## config.mk

```make
export PLATFORM = sky130hd
export DESIGN_NAME = stack_sequencer
export DESIGN_NICKNAME = d
export VERILOG_FILES = /design/src/rtl/stack_sequencer.sv
export SDC_FILE = /design/constraint.sdc
export NUM_CORES = 1
export LEC_CHECK = 0
export CORE_ASPECT_RATIO = 1.2
export CORE_UTILIZATION = 30
export DETAILED_ROUTE_END_ITERATION = 7
export GPL_ROUTABILITY_DRIVEN = 0
export PLACE_DENSITY_LB_ADDON = 0.15
export SLEW_MARGIN = 10
export SYNTH_ARGS = -nofsm -noshare
export SYNTH_HDL_FRONTEND = slang
export SYNTH_SLANG_ARGS = --single-unit
```

## constraint.sdc

```tcl
create_clock -name clk -period 5.05 [get_ports clk]
set_clock_uncertainty 0.15 [all_clocks]
set_input_delay 0.7575 -clock clk [delete_from_list [all_inputs] [get_ports clk]]
set_output_delay 0.7575 -clock clk [all_outputs]
set_load 0.01 [all_outputs]
```

## src/rtl/stack_sequencer.sv

```systemverilog
// stack_sequencer: fetches 8-bit instructions, drives an external stack
// with push/pop strobes and evaluates ADD/SUB/MUL/JMP/JZ/POP/HALT.
module stack_sequencer #(
  parameter int WIDTH = 8
) (
  input  logic             clk,
  input  logic             reset,
  input  logic             start,
  output logic [4:0]       imem_addr,
  input  logic [7:0]       imem_data,
  output logic             stk_push,
  output logic             stk_pop,
  output logic [WIDTH-1:0] stk_data_in,
  input  logic [WIDTH-1:0] stk_data_out,
  input  logic             stk_full,
  input  logic             stk_empty,
  output logic [WIDTH-1:0] result,
  output logic             result_valid,
  output logic             halted,
  output logic             error
);

  typedef enum logic [2:0] {
    S_IDLE,
    S_FETCH,
    S_EXEC,
    S_TAKE_A,
    S_TAKE_B,
    S_WRITE,
    S_HALT,
    S_ERR
  } state_t;

  typedef enum logic [2:0] {
    OP_PUSH = 3'd0,
    OP_ADD  = 3'd1,
    OP_SUB  = 3'd2,
    OP_MUL  = 3'd3,
    OP_JMP  = 3'd4,
    OP_JZ   = 3'd5,
    OP_POP  = 3'd6,
    OP_HALT = 3'd7
  } op_t;

  state_t           state;
  logic [4:0]       pc;
  logic [7:0]       ir;
  logic [WIDTH-1:0] a;
  logic [WIDTH-1:0] b;

  op_t              op;
  logic [4:0]       operand;
  logic [WIDTH-1:0] imm;
  logic             is_binop;
  logic [WIDTH-1:0] alu_r;

  assign op        = op_t'(ir[7:5]);
  assign operand   = ir[4:0];
  assign imm       = WIDTH'(ir[4:0]);
  assign is_binop  = (op == OP_ADD) || (op == OP_SUB) || (op == OP_MUL);
  assign imem_addr = pc;

  // ALU on the two popped operands: b is the deeper entry, a the top.
  always_comb begin
    alu_r = '0;
    case (op)
      OP_ADD:  alu_r = b + a;
      OP_SUB:  alu_r = b - a;
      OP_MUL:  alu_r = b * a;
      default: alu_r = '0;
    endcase
  end

  // Stack strobes and push data, decoded from state, ir and stack status.
  always_comb begin
    stk_push    = 1'b0;
    stk_pop     = 1'b0;
    stk_data_in = '0;
    case (state)
      S_EXEC: begin
        if (op == OP_PUSH) begin
          if (!stk_full) begin
            stk_push    = 1'b1;
            stk_data_in = imm;
          end
        end else if (op != OP_JMP && op != OP_HALT) begin
          stk_pop = !stk_empty;
        end
      end
      S_TAKE_A: begin
        if (is_binop) begin
          stk_pop = !stk_empty;
        end
      end
      S_WRITE: begin
        if (!stk_full) begin
          stk_push    = 1'b1;
          stk_data_in = alu_r;
        end
      end
      default: begin
        stk_push    = 1'b0;
        stk_pop     = 1'b0;
        stk_data_in = '0;
      end
    endcase
  end

  // Sequencer FSM with registered status/result outputs.
  always_ff @(posedge clk or posedge reset) begin
    if (reset) begin
      state        <= S_IDLE;
      pc           <= '0;
      ir           <= '0;
      a            <= '0;
      b            <= '0;
      result       <= '0;
      result_valid <= 1'b0;
      halted       <= 1'b0;
      error        <= 1'b0;
    end else begin
      result_valid <= 1'b0;
      case (state)
        S_IDLE, S_HALT, S_ERR: begin
          if (start) begin
            pc     <= '0;
            state  <= S_FETCH;
            halted <= 1'b0;
            error  <= 1'b0;
          end
        end
        S_FETCH: begin
          ir    <= imem_data;
          pc    <= pc + 5'd1;
          state <= S_EXEC;
        end
        S_EXEC: begin
          case (op)
            OP_PUSH: begin
              if (stk_full) begin
                state <= S_ERR;
                error <= 1'b1;
              end else begin
                state <= S_FETCH;
              end
            end
            OP_JMP: begin
              pc    <= operand;
              state <= S_FETCH;
            end
            OP_HALT: begin
              state  <= S_HALT;
              halted <= 1'b1;
            end
            default: begin
              if (stk_empty) begin
                state <= S_ERR;
                error <= 1'b1;
              end else begin
                state <= S_TAKE_A;
              end
            end
          endcase
        end
        S_TAKE_A: begin
          a <= stk_data_out;
          case (op)
            OP_POP: begin
              result       <= stk_data_out;
              result_valid <= 1'b1;
              state        <= S_FETCH;
            end
            OP_JZ: begin
              if (stk_data_out == '0) begin
                pc <= operand;
              end
              state <= S_FETCH;
            end
            default: begin
              if (stk_empty) begin
                state <= S_ERR;
                error <= 1'b1;
              end else begin
                state <= S_TAKE_B;
              end
            end
          endcase
        end
        S_TAKE_B: begin
          b     <= stk_data_out;
          state <= S_WRITE;
        end
        S_WRITE: begin
          if (stk_full) begin
            state <= S_ERR;
            error <= 1'b1;
          end else begin
            state <= S_FETCH;
          end
        end
        default: begin
          state <= S_IDLE;
        end
      endcase
    end
  end

endmodule

```

# Word-level counts from Yosys, hierarchy flattened
# Cells that the tools add are included.
# op_classes
n_eq_ne	23
mul	1
n_reduce_logical	17
n_addsub	3
n_mux	34
# ops
cell	n
$mux W5	6
$eq A3 B3 Y1 const B	8
$pmux W8 S3	1
$pmux W5 S4	1
$pmux W3 S6	1
$pmux W8 S2	1
$ne A2 B2 Y1 const B	7
$eq A3 B2 Y1 const B	4
$mux W1	12
$mux W3	4
$pmux W3 S3	1
$add A8 B8 Y8	1
$logic_not A8 Y1	1
$mul A8 B8 Y8	1
$mux W8	1
$pmux W1 S2	4
$reduce_bool A4 Y1	2
$sub A8 B8 Y8	1
$eq A3 B1 Y1 const B	2
$logic_not A3 Y1	2
$ne A3 B3 Y1 const B	2
$add A5 B1 Y5 const B	1
$reduce_and A5 Y1	1
$pmux W1 S4	1
10 further kinds	12
# totals
in_bits	21
wordCells	87
register_bits	43

# Depth between registers and ports, before layout
# depth
word_depth	5
depth_mapped	17
mapped_depth_nobuf	16

# Least setup slack after synthesis
# No wires, ideal clock.
# synth_path
path_type	register to output
from	register a[2]
to	output stk_data_in[7]
arrival_ns	3.704
required_ns	4.143
path_slack_ns	0.439
n_path_buf	1
stages_incl_launch_ff	15
path_cell_list	dfrtp_1 -> clkbuf_1 -> and2_1 -> fa_1 -> fa_1 -> ha_1 -> inv_1 -> fa_1 -> inv_1 -> ha_1 -> a21o_1 -> a21oi_1 -> xnor2_1 -> xnor2_1 -> o32ai_1
# synth_via
elab_chain_len	4
word_cells_on_any_way	6
classes_between	add/sub (2); mul (1); mux (3)
# synth_rtl
element	line	source
from (decl)	48	logic [WIDTH-1:0] a;
from (signal assigned)	166	a <= stk_data_out;
$mul A8 B8 Y8, or another cell as far along	69	OP_MUL: alu_r = b * a;
$pmux W8 S3 *	66	case (op)
$mux W8 *	96	if (!stk_full) begin
$pmux W8 S2 *	79	case (state)
to (decl)	13	output logic [WIDTH-1:0] stk_data_in,
# Every way passes the cells marked *; elsewhere a longest branch is shown, timed or not.

# Worst setup path in the final report
# layout_path
from	register a[4]
to	output stk_data_in[6]
# Same word-level chain as after synthesis.

==> metrics.cfg <==
[status]
outcome = finished, final reports clean

[placement]
dpl.hpwl_mm = 7.56
port-buffer-count = 46
pre_cts_slack_ns = -0.00920

[setup_path]
timing.rr.start = state[1]$_DFFE_PP0P_
r2r-end = result[5]$_DFFE_PP0P_
critPathKind = reg2out
path_max_fanout = 4
start_kind = register
r2r_setup_slack_ns = 2.76
r2r_cells = 5
crit_path_end_kind = output pin
worst_ep_required_time_ns = 4.14
arrival_ns = 3.98

[clock_network]
h-tree-depth = 2
clkTransAtPathRegs_ns = 0.06
cts_sinks = 43
cts_buffers = 5
hold_buffers = 0
clk_latency_ns = 0.28
cts.root.buffer_cell = clkbuf_16
cts_tree = done
clockBufferDepth = 2

[synth]
netlist_instances = 406
synthArstFlopShare_pct = 100
yosys-top-cells-area = dfrtp_1 30%, ha_1 9.0%, mux2_2 7.4%
yosys_warnings = 0
avgSynthCellArea_um2 = 8.94
ys_ff_latch = 43
synth_top_cell_area_share_pct = 29.6
synth-edff-count = 0
synth_fp_nets = 466
synthDistinctLibCells = 54
synth-main-ff-cell = dfrtp_1
yosysTopAreaCell = dfrtp_1
netlist_area_um2 = 3630
seq_area_frac_synth_pct = 29.6

[detailed_routing]
avgViaCountPerCell = 4.79
route.detailed.drc = 0
wl_per_cell_um = 15.5
dr.pass1.iters = 4
via_count = 2996
drt_iter0_markers = 124
antenna_left = 0
drt-total-wl_mm = 9.67

[timing]
worstMarginPinSlew_ns = 0.721
fin_crit_ns = 4.89
min_period_over_period_pct = 96.8
finalMaxSlewViolations = 0
timing.fmax_ghz = 0.205
setup_violations = 0
slew-limit-headroom_pct = 51.7
fin_ws_ns = 0.164
rsz0062_at_grt = false
tns_ns = 0
hold_viol = 0
whs_ns = 0.359

[global_route]
antenna_found_initial = 0
grt.overflow.total = 0
grt_pass1_wl_mm = 16.0
grt_usage_pct = 16.8
grt_pass1_vias = 3084
grt_start_max_net_pins = 44

[floorplan]
die_h_um = 122
rows = 43
initial_core_util_pct = 31.1
design.core.area_um2 = 11700
dieArea_um2 = 12500
ios = 47
die_w_um = 102

[cells_and_area]
n_fill_cell = 1201
final_cell_mix = 54 x nand2_1, 42 x dfrtp_1, 42 x clkdlybuf4s50_1
n_antenna_cell = 0
layout-drive-gt1-share_pct = 17.1
multi_input_area_um2 = 2360
ff_latch_area_um2 = 1080
nets = 527
synthToLayoutAreaGrowth_pct = 25.9
final_common_cell = nand2_1

[hold_path]
hold_end = result[3]$_DFFE_PP0P_
holdPathStages = 1
min_from = result[3]$_DFFE_PP0P_
hold_path_class = reg2reg

[run]
max_cap_violations = 0

## area by class of cell
| type | count | share of cell area [%] |
|---|---|---|
| inverter | 38 | 3.18 |
| multi-input combinational | 307 | 51.7 |
| clock buffer | 6 | 2.82 |
| timing repair buffer | 72 | 14.2 |
| sequential | 43 | 23.6 |
| tap | 157 | 4.30 |
| clock inverter | 2 | 0.274 |
## per-stage QoR
step | instance area (µm²) | instances | util [%]
6_report | 4570 | 625 | 39.1
5_1_grt | 4570 | 625 | 39.1
4_1_cts | 4540 | 624 | 38.8
3_5_place_dp | 4390 | 616 | 37.6
3_3_place_gp | 4390 | 616 | 37.6
2_1_floorplan | 3630 | 406 | -
## worst max-delay path, stage by stage (launching register included)
cell     delay, ns
dfrtp_1       0.42
and2_4        0.18
fa_2          0.37
inv_2         0.06
fa_1          0.43
fa_1          0.48
fa_1          0.50
inv_1         0.04
ha_1          0.29
buf_4         0.14
xor2_1        0.15
or3_4         0.40
o31ai_4       0.07
buf_2         0.16
## sequential cells by signal, indices dropped and copies added (netlist names)
signal,count
a,8
b,8
error,1
halted,1
imem_addr,5
ir,8
result,8
result_valid,1
state,3
## synth_stat cells (11+ instances only)
cell type	number
mux2_2	24
inv_1	37
and2_1	20
fa_1	13
nor3_1	11
nor2_1	19
dfrtp_1	43
ha_1	26
xnor2_1	21
a21oi_1	23
o21ai_0	16
nand2_1	55
## metal layers
layer / part of all wire, % / global-route usage [%] / up-vias
met5: 0 / 0 / -
met4: 0.77 / 3.30 / 0
met3: 3.5 / 3.08 / 5
met2: 50 / 29.5 / 50
met1: 45 / 21.5 / 1439
li1: - / - / 1502
## kinds of logic (layout without fill, tap and decap cells)
kind of cell	Yosys count	after routing	share of synthesized area, %
compound gates	79	79	14.3
xor+xnor	26	26	6.27
fa+ha+maj	39	39	16.1
buf+inv	56	118	6.41
flops	43	43	29.6
mux	26	26	8.07
simple gates	137	137	19.2
## repair_timing
item / CTS / global route
buffers inserted: 0 / 1
pin swaps: 0 / 6
gates resized for setup: 8 / 16
endpoints found under the setup margin: 3 / 4
## worst max-delay path by stage
stage          slack [ns]  cells after the start              to              from
6_report             0.16                     13  stk_data_in[6]  a[4]$_DFFE_PP0P_
5_1_grt            0.0005                     14  stk_data_in[7]  a[4]$_DFFE_PP0P_
4_1_cts             0.004                     13  stk_data_in[6]  a[4]$_DFFE_PP0P_
3_5_place_dp       -0.009                     14  stk_data_in[7]  a[4]$_DFFE_PP0P_
3_3_place_gp         0.02                     14  stk_data_in[7]  a[4]$_DFFE_PP0P_
2_1_floorplan        0.44                     14  stk_data_in[7]  a[2]$_DFFE_PP0P_
Power is not shown: default switching activity piles up to over one toggle a cycle in this logic, so the estimate is an artifact.
